`src/rtl/dmem_arbiter_pkg.sv`:
```
// Shared types and defaults for the DataRAM arbiter between the core load/store
// path and the external host preload/dump port.
package dmem_arb_pkg;

  localparam int unsigned ARB_AW         = 8;
  localparam int unsigned ARB_DW         = 8;
  localparam int unsigned ARB_STARVE_MAX = 4;
  localparam int unsigned ARB_CNT_W      = 4;
  localparam int unsigned STALL_CNT_W    = 16;

  typedef enum logic [1:0] {
    ARB_IDLE = 2'd0,
    ARB_WAIT = 2'd1,
    ARB_HOST = 2'd2
  } arb_state_t;

  function automatic logic core_req_f(input logic run, input logic rd, input logic wr);
    return run & (rd | wr);
  endfunction

endpackage

```
`src/rtl/dmem_arbiter_if.sv`:
```
// Bundle of core, host and DataRAM signals around the arbiter; the slave
// modport is the arbiter's view, the master modport the surrounding system's.
interface dmem_arbiter_if #(
  parameter int unsigned AW = dmem_arb_pkg::ARB_AW,
  parameter int unsigned DW = dmem_arb_pkg::ARB_DW
) ();

  logic                                  core_run;
  logic                                  core_rd;
  logic                                  core_wr;
  logic [AW-1:0]                         core_addr;
  logic [DW-1:0]                         core_wdata;
  logic [DW-1:0]                         core_rdata;
  logic                                  core_stall;
  logic                                  host_req;
  logic                                  host_we;
  logic [AW-1:0]                         host_addr;
  logic [DW-1:0]                         host_wdata;
  logic                                  host_gnt;
  logic [DW-1:0]                         host_rdata;
  logic                                  host_rvalid;
  logic [AW-1:0]                         mem_addr;
  logic [DW-1:0]                         mem_wdata;
  logic                                  mem_rd;
  logic                                  mem_wr;
  logic [DW-1:0]                         mem_rdata;
  logic [dmem_arb_pkg::STALL_CNT_W-1:0]  stall_cycles;

  modport slave (
    input  core_run, core_rd, core_wr, core_addr, core_wdata,
    input  host_req, host_we, host_addr, host_wdata, mem_rdata,
    output core_rdata, core_stall, host_gnt, host_rdata, host_rvalid,
    output mem_addr, mem_wdata, mem_rd, mem_wr, stall_cycles
  );

  modport master (
    output core_run, core_rd, core_wr, core_addr, core_wdata,
    output host_req, host_we, host_addr, host_wdata, mem_rdata,
    input  core_rdata, core_stall, host_gnt, host_rdata, host_rvalid,
    input  mem_addr, mem_wdata, mem_rd, mem_wr, stall_cycles
  );

endinterface

```
`src/rtl/dmem_arbiter_chk.sv`:
```
// Protocol checks on the arbiter boundary: the host must hold its request while
// waiting, and the core never issues a load and a store together.
module dmem_arbiter_chk (
  input logic CLK,
  input logic RESET_N,
  input logic in_wait_i,
  input logic host_req_i,
  input logic core_rd_i,
  input logic core_wr_i
);

  a_host_req_held: assert property (@(posedge CLK) disable iff (!RESET_N)
    in_wait_i |-> host_req_i)
    else $error("host_req dropped while waiting for grant");

  a_core_rd_wr_excl: assert property (@(posedge CLK) disable iff (!RESET_N)
    !(core_rd_i && core_wr_i))
    else $error("core_rd and core_wr high together");

endmodule

```
`src/rtl/dmem_arbiter_sat_counter.sv`:
```
// Up-counter that sticks at all-ones; used to count core stall cycles.
module sat_counter #(
  parameter int unsigned WIDTH = 16
) (
  input  logic             clk,
  input  logic             clr_n,
  input  logic             en_i,
  output logic [WIDTH-1:0] count_o
);

  logic [WIDTH-1:0] count_q;
  logic [WIDTH-1:0] count_d;

  assign count_d = (en_i && (count_q != {WIDTH{1'b1}}))
                 ? count_q + {{(WIDTH-1){1'b0}}, 1'b1}
                 : count_q;

  // count register
  always_ff @(posedge clk or negedge clr_n) begin
    if (!clr_n) begin
      count_q <= {WIDTH{1'b0}};
    end else begin
      count_q <= count_d;
    end
  end

  assign count_o = count_q;

endmodule

```
`src/rtl/dmem_arbiter.sv`:
```
// DataRAM arbiter: core has zero-latency priority, host is granted through a
// registered handshake with a bounded wait of STARVE_MAX core-served cycles.
module dmem_arbiter
  import dmem_arb_pkg::*;
#(
  parameter int unsigned AW         = ARB_AW,
  parameter int unsigned DW         = ARB_DW,
  parameter int unsigned STARVE_MAX = ARB_STARVE_MAX
) (
  input logic            CLK,
  input logic            RESET_N,
  dmem_arbiter_if.slave  bus
);

  localparam logic [ARB_CNT_W-1:0] STARVE_LIM = ARB_CNT_W'(STARVE_MAX);

  arb_state_t           state_q, state_d;
  logic [ARB_CNT_W-1:0] cnt_q, cnt_d;
  logic                 core_req_s;
  logic                 host_sel_s;
  logic                 core_stall_s;
  logic [AW-1:0]        mem_addr_s;
  logic [DW-1:0]        mem_wdata_s;
  logic                 mem_rd_s;
  logic                 mem_wr_s;
  logic [DW-1:0]        host_rdata_q, host_rdata_d;
  logic                 host_rvalid_q, host_rvalid_d;
  logic [STALL_CNT_W-1:0] stall_cycles_s;

  assign core_req_s   = core_req_f(bus.core_run, bus.core_rd, bus.core_wr);
  assign host_sel_s   = (state_q == ARB_HOST);
  assign core_stall_s = host_sel_s & core_req_s;

  // arbiter state and starvation counter
  always_ff @(posedge CLK or negedge RESET_N) begin
    if (!RESET_N) begin
      state_q <= ARB_IDLE;
      cnt_q   <= {ARB_CNT_W{1'b0}};
    end else begin
      state_q <= state_d;
      cnt_q   <= cnt_d;
    end
  end

  // next state: HOST always lasts exactly one cycle so the core gets the next one
  always_comb begin
    state_d = state_q;
    cnt_d   = cnt_q;
    case (state_q)
      ARB_IDLE: begin
        if (bus.host_req && !core_req_s) begin
          state_d = ARB_HOST;
        end else if (bus.host_req) begin
          state_d = ARB_WAIT;
          cnt_d   = ARB_CNT_W'(1);
        end else begin
          state_d = ARB_IDLE;
        end
      end
      ARB_WAIT: begin
        if (!core_req_s || (cnt_q == STARVE_LIM)) begin
          state_d = ARB_HOST;
        end else begin
          cnt_d = cnt_q + ARB_CNT_W'(1);
        end
      end
      ARB_HOST: begin
        state_d = ARB_IDLE;
        cnt_d   = {ARB_CNT_W{1'b0}};
      end
      default: begin
        state_d = ARB_IDLE;
        cnt_d   = {ARB_CNT_W{1'b0}};
      end
    endcase
  end

  // DataRAM port mux
  always_comb begin
    mem_addr_s  = bus.core_addr;
    mem_wdata_s = bus.core_wdata;
    mem_rd_s    = bus.core_rd & bus.core_run;
    mem_wr_s    = bus.core_wr & bus.core_run;
    if (host_sel_s) begin
      mem_addr_s  = bus.host_addr;
      mem_wdata_s = bus.host_wdata;
      mem_rd_s    = ~bus.host_we;
      mem_wr_s    = bus.host_we;
    end else begin
      mem_rd_s    = bus.core_rd & bus.core_run;
    end
  end

  // host read data is captured at the edge that ends the HOST cycle
  always_comb begin
    host_rvalid_d = host_sel_s & ~bus.host_we;
    host_rdata_d  = host_rdata_q;
    if (host_rvalid_d) begin
      host_rdata_d = bus.mem_rdata;
    end else begin
      host_rdata_d = host_rdata_q;
    end
  end

  // host read return registers
  always_ff @(posedge CLK or negedge RESET_N) begin
    if (!RESET_N) begin
      host_rdata_q  <= {DW{1'b0}};
      host_rvalid_q <= 1'b0;
    end else begin
      host_rdata_q  <= host_rdata_d;
      host_rvalid_q <= host_rvalid_d;
    end
  end

  sat_counter #(.WIDTH(STALL_CNT_W)) u_stall_cnt (
    .clk     (CLK),
    .clr_n   (RESET_N),
    .en_i    (core_stall_s),
    .count_o (stall_cycles_s)
  );

  dmem_arbiter_chk u_chk (
    .CLK        (CLK),
    .RESET_N    (RESET_N),
    .in_wait_i  (state_q == ARB_WAIT),
    .host_req_i (bus.host_req),
    .core_rd_i  (bus.core_rd),
    .core_wr_i  (bus.core_wr)
  );

  assign bus.core_rdata   = bus.mem_rdata;
  assign bus.core_stall   = core_stall_s;
  assign bus.host_gnt     = host_sel_s;
  assign bus.host_rdata   = host_rdata_q;
  assign bus.host_rvalid  = host_rvalid_q;
  assign bus.mem_addr     = mem_addr_s;
  assign bus.mem_wdata    = mem_wdata_s;
  assign bus.mem_rd       = mem_rd_s;
  assign bus.mem_wr       = mem_wr_s;
  assign bus.stall_cycles = stall_cycles_s;

endmodule
```
`src/flat_wrapper.sv`:
```
// flat-port wrapper written by rule: the top's interface ports become plain ports
module dmem_arbiter_flat import dmem_arb_pkg::*;
#(
  parameter int unsigned AW         = ARB_AW,
  parameter int unsigned DW         = ARB_DW,
  parameter int unsigned STARVE_MAX = ARB_STARVE_MAX
)
  (CLK, RESET_N, bus_core_run, bus_core_rd, bus_core_wr, bus_core_addr, bus_core_wdata, bus_host_req, bus_host_we, bus_host_addr, bus_host_wdata, bus_mem_rdata, bus_core_rdata, bus_core_stall, bus_host_gnt, bus_host_rdata, bus_host_rvalid, bus_mem_addr, bus_mem_wdata, bus_mem_rd, bus_mem_wr, bus_stall_cycles);
  dmem_arbiter_if #(.AW(AW), .DW(DW)) bus_i ();
  input logic CLK;
  input logic RESET_N;
  input wire logic [$bits(bus_i.core_run)-1:0] bus_core_run;
  input wire logic [$bits(bus_i.core_rd)-1:0] bus_core_rd;
  input wire logic [$bits(bus_i.core_wr)-1:0] bus_core_wr;
  input wire logic [$bits(bus_i.core_addr)-1:0] bus_core_addr;
  input wire logic [$bits(bus_i.core_wdata)-1:0] bus_core_wdata;
  input wire logic [$bits(bus_i.host_req)-1:0] bus_host_req;
  input wire logic [$bits(bus_i.host_we)-1:0] bus_host_we;
  input wire logic [$bits(bus_i.host_addr)-1:0] bus_host_addr;
  input wire logic [$bits(bus_i.host_wdata)-1:0] bus_host_wdata;
  input wire logic [$bits(bus_i.mem_rdata)-1:0] bus_mem_rdata;
  output wire logic [$bits(bus_i.core_rdata)-1:0] bus_core_rdata;
  output wire logic [$bits(bus_i.core_stall)-1:0] bus_core_stall;
  output wire logic [$bits(bus_i.host_gnt)-1:0] bus_host_gnt;
  output wire logic [$bits(bus_i.host_rdata)-1:0] bus_host_rdata;
  output wire logic [$bits(bus_i.host_rvalid)-1:0] bus_host_rvalid;
  output wire logic [$bits(bus_i.mem_addr)-1:0] bus_mem_addr;
  output wire logic [$bits(bus_i.mem_wdata)-1:0] bus_mem_wdata;
  output wire logic [$bits(bus_i.mem_rd)-1:0] bus_mem_rd;
  output wire logic [$bits(bus_i.mem_wr)-1:0] bus_mem_wr;
  output wire logic [$bits(bus_i.stall_cycles)-1:0] bus_stall_cycles;
  assign bus_i.core_run = bus_core_run;
  assign bus_i.core_rd = bus_core_rd;
  assign bus_i.core_wr = bus_core_wr;
  assign bus_i.core_addr = bus_core_addr;
  assign bus_i.core_wdata = bus_core_wdata;
  assign bus_i.host_req = bus_host_req;
  assign bus_i.host_we = bus_host_we;
  assign bus_i.host_addr = bus_host_addr;
  assign bus_i.host_wdata = bus_host_wdata;
  assign bus_i.mem_rdata = bus_mem_rdata;
  assign bus_core_rdata = bus_i.core_rdata;
  assign bus_core_stall = bus_i.core_stall;
  assign bus_host_gnt = bus_i.host_gnt;
  assign bus_host_rdata = bus_i.host_rdata;
  assign bus_host_rvalid = bus_i.host_rvalid;
  assign bus_mem_addr = bus_i.mem_addr;
  assign bus_mem_wdata = bus_i.mem_wdata;
  assign bus_mem_rd = bus_i.mem_rd;
  assign bus_mem_wr = bus_i.mem_wr;
  assign bus_stall_cycles = bus_i.stall_cycles;
  dmem_arbiter #(.AW(AW), .DW(DW), .STARVE_MAX(STARVE_MAX)) u_core (.CLK(CLK), .RESET_N(RESET_N), .bus(bus_i));
endmodule
```
`config.mk`:
```
export PLATFORM = sky130hd
export DESIGN_NAME = dmem_arbiter_flat
export DESIGN_NICKNAME = d
export VERILOG_FILES = /design/src/rtl/dmem_arbiter_pkg.sv /design/src/rtl/dmem_arbiter_if.sv /design/src/rtl/dmem_arbiter_chk.sv /design/src/rtl/dmem_arbiter_sat_counter.sv /design/src/rtl/dmem_arbiter.sv /design/src/flat_wrapper.sv
export SDC_FILE = /design/constraint.sdc
export NUM_CORES = 1
export LEC_CHECK = 0
export CAP_MARGIN = 20
export CORE_MARGIN = 2
export CORE_UTILIZATION = 30
export CTS_BUF_LIST = sky130_fd_sc_hd__clkbuf_16
export DETAILED_ROUTE_END_ITERATION = 16
export MAX_ROUTING_LAYER = met4
export PLACE_DENSITY = 0.66
export SYNTH_ARGS = -nofsm -noshare
export SYNTH_HDL_FRONTEND = slang
export SYNTH_SLANG_ARGS = --single-unit
```
`constraint.sdc`:
```
create_clock -name CLK -period 2.85 [get_ports CLK]
set_input_delay 0.57 -clock CLK [delete_from_list [all_inputs] [get_ports CLK]]
set_output_delay 0.57 -clock CLK [all_outputs]
set_load 0.02 [all_outputs]
```
==> reports/qor.txt <==
Core Area - 0.005574 mm²
worst rel slew slack - 63.09%
delay of the slowest cell on the worst path - 0.66 ns
setup violators final - 0
HP Class - reg2reg
DRT antenna net count - 0
number of I/O pins - 100
crit-path cells - clkdlybuf4s50_1 -> o21ai_2 -> nor2_1 -> clkdlybuf4s50_1
area post-placement - 0.002799 mm²
final instance area - 0.002937 mm²
initial antenna violation count - 0
largest family of logic cells by synthesized area - simple AND/OR/NAND/NOR gates
Die Height - 80.39 µm
worst path required time - 2.28 ns
Seq/Total Area, Yosys - 44.32%
final hold viol count - 0
most used cell, CP - clkdlybuf4s50_1
hold_buf cts - 0
worst hold stages - 1
crit-path max FO - 4
pwr dens - 591.5 mW/mm²
Routed WL - 4826 µm
R2R Path End - u_core.u_stall_cnt.count_o[1]$_DFFE_PN0P_
setup ws final - 0.1843 ns
critical path class - in2out
post-synth cell types - 40
DR iter-0 viols - 55
Max-Cap Viols - 0
input/output buffers - 99
period utilization - 93.53%
hold path endpoint - u_core.bus.host_rdata[2]$_DFFE_PN0P_
Post-synth ARST share - 100.0%
#FFs+latches synth - 31
Simple-Gate Fraction of Synth Area - 29.81%
P_leak - 0.001297 µW
Clock Latency Late Sink - 0.27 ns
first-pass GRT wire length - 7479 µm
worst clock skew - 0.004893 ns
post-CTS setup buffers - 0
ys flop type - dfrtp_1
Compound-Gate Fraction of Synth Area - 5.075%
wire length per cell - 13.33 µm
Antenna Cells - 0
Die Width - 80.39 µm
Worst R2R Path Depth - 4
slowest stage cell, crit path - clkdlybuf4s50_1
mean post-synth cell area - 9.213 µm²
Mapped Cells - 190
DRC violations left - 0
RSZ-0062 raised after global routing - false
peak supply drop - 0.4704 mV
post-synth top area share - 44.32%
full die area - 0.006462 mm²
hold_sp - u_core.bus.host_rdata[2]$_DFFE_PN0P_
Tmin final - 2.666 ns
r2r setup slk - 0.98 ns
clk root buf - clkbuf_16
layout cell share with drive strength beyond 1 - 12.07%
slew at the pin with the worst max-slew slack - 0.5495 ns
FF-to-FF Start - u_core.u_stall_cnt.count_o[12]$_DFFE_PN0P_
area leader, netlist - dfrtp_1
# rows - 27
gr usage total - 15.32%
DRT Pass-1 Iters - 5
nets - 340
Vias - 1653
DR vias/cell - 4.566
setup TNS - 0 ns
vias in the first global route - 1538
mux share of post-synthesis cell area - 6.433%
post-DP HPWL - 3761 µm
largest net degree at the start of global routing - 32
Reg clk slew, reported paths - 0.05 ns
Initial Utilization - 31.40%
Setup WS pre-CTS - 0.1912 ns
Post-synth EDFFs - 0
status - finished clean
Synth Cell Area - 0.001750 mm²
hold slack final - 0.5048 ns
Worst setup EP type - primary output
nature of the critical path startpoint - primary input
max-slew violation count - 0
CTS tree - done
top cells by area, synth - dfrtp_1 44%, nand2_1 13%, mux2_2 5.8%, xor2_1 4.5%, buf_4 3.9%
gr ovfl total - 0
Synth Area in XOR/XNOR - 6.505%
post-synthesis adder-cell area fraction - 2.144%
fmax - 375.1 MHz
clock tree buffer depth - 2
GP Congestion - 0.7868
CTS Sinks - 31
YS warnings - 0
Num CTS Buffers - 5
synthesis-to-layout area growth - 67.76%
htree depth - 2
Critical Path AT - 2.10 ns
syn nets - 240
==> synthesized netlist by cell type (3+ instances only) <==
library cell / count
mux2_2: 9
nor3_1: 5
inv_1: 3
nor2_1: 7
xnor2_1: 4
o21ai_0: 4
dfrtp_1: 31
nand4_1: 4
buf_4: 9
xor2_1: 9
ha_1: 3
a21oi_1: 4
nand3_1: 8
nand2_1: 60
==> final cells by class <==
class                   instances  area, µm²
clock inverters                 2      8.758
fillers                       511       2638
well taps                      72      90.09
flip-flops and latches         31      775.7
clock buffers                   5      125.1
repair buffers                106       1044
inverters                       4      18.77
multi-input cells             142      874.6
==> cell usage in the layout, fill, tap and decap left out, types with 2 or more instances in the layout <==
cell type         n
xnor2_1           4
nor2_1            7
and4bb_2          2
nand3_1           8
ha_1              3
xor2_1            9
clkbuf_16         5
a21oi_1           4
or3_1             2
buf_4             7
inv_1             3
dfrtp_1          31
nand2_1          60
nand4_1           4
o21ai_0           4
and3b_1           2
mux2_2            9
clkdlybuf4s50_1  99
nor3_1            5
==> how the worst max path moves through the flow <==
stage / start / endpoint / depth (start not counted)
after detailed placement: bus_core_run / bus_core_stall / 4
after global routing: bus_core_run / bus_core_stall / 4
final: bus_core_run / bus_core_stall / 4
after global placement: bus_core_run / bus_core_stall / 4
after floorplan: u_core.state_q[0]$_DFFE_PN0P_ / bus_mem_addr[0] / 7
after CTS: u_core.state_q[1]$_DFFE_PN0P_ / bus_mem_wdata[1] / 5
==> per-stage QoR <==
stage | power, µW | cells | util, %
final | 1737 | 362 | 52.68
after global placement | 1254 | 355 | 50.21
after floorplan | 908.1 | 190 | -
after detailed placement | 1262 | 355 | 50.21
after CTS | 1754 | 362 | 52.62
after global routing | 1836 | 362 | 52.68
==> flip-flops by register name, summed over array words and instances, names as in the netlist <==
signal and count:
u_core.bus.host_rdata 8, u_core.cnt_q 4, u_core.bus.host_rvalid 1, u_core.u_stall_cnt.count_o 16
u_core.state_q 2
==> report_power, final <==
| group | leakage (µW) | internal [µW] | switching (µW) |
|---|---|---|---|
| clock | 0.0000671 | 312 | 171 |
| combinational | 0.000837 | 340 | 314 |
| sequential | 0.000392 | 523 | 76.2 |
| total | 0.00130 | 1180 | 561 |
==> cell families after synthesis <==
kind of cell | after synthesis
and+or+nand+nor | 102
DFF | 31
buffers and inverters | 17
AOI/OAI and AO/OA | 14
xor gates and xnor gates | 13
muxes | 10
adders and majority gates | 3
==> critical path, delay by kind of cell <==
kind                   cells  cell delay (ns)
AOI/OAI and AO/OA          1             0.09
buffers and inverters      2             1.20
and+or+nand+nor            1             0.22
==> what timing repair did <==
action                                 CTS  global route
gates resized for setup                  0             1
endpoints found under the hold margin    0             0
setup endpoints to repair                0             1
==> routing by layer <==
| layer | GRT usage (%) | vias up | share of wire (%) |
|---|---|---|---|
| met2 | 24.25 | 41 | 50 |
| met1 | 18.71 | 767 | 43 |
| li1 | - | 838 | - |
| met4 | 6.610 | 0 | 1.6 |
| met3 | 3.596 | 7 | 5.3 |
| met5 | - | - | 0 |
(Power assumes the default switching activity.)
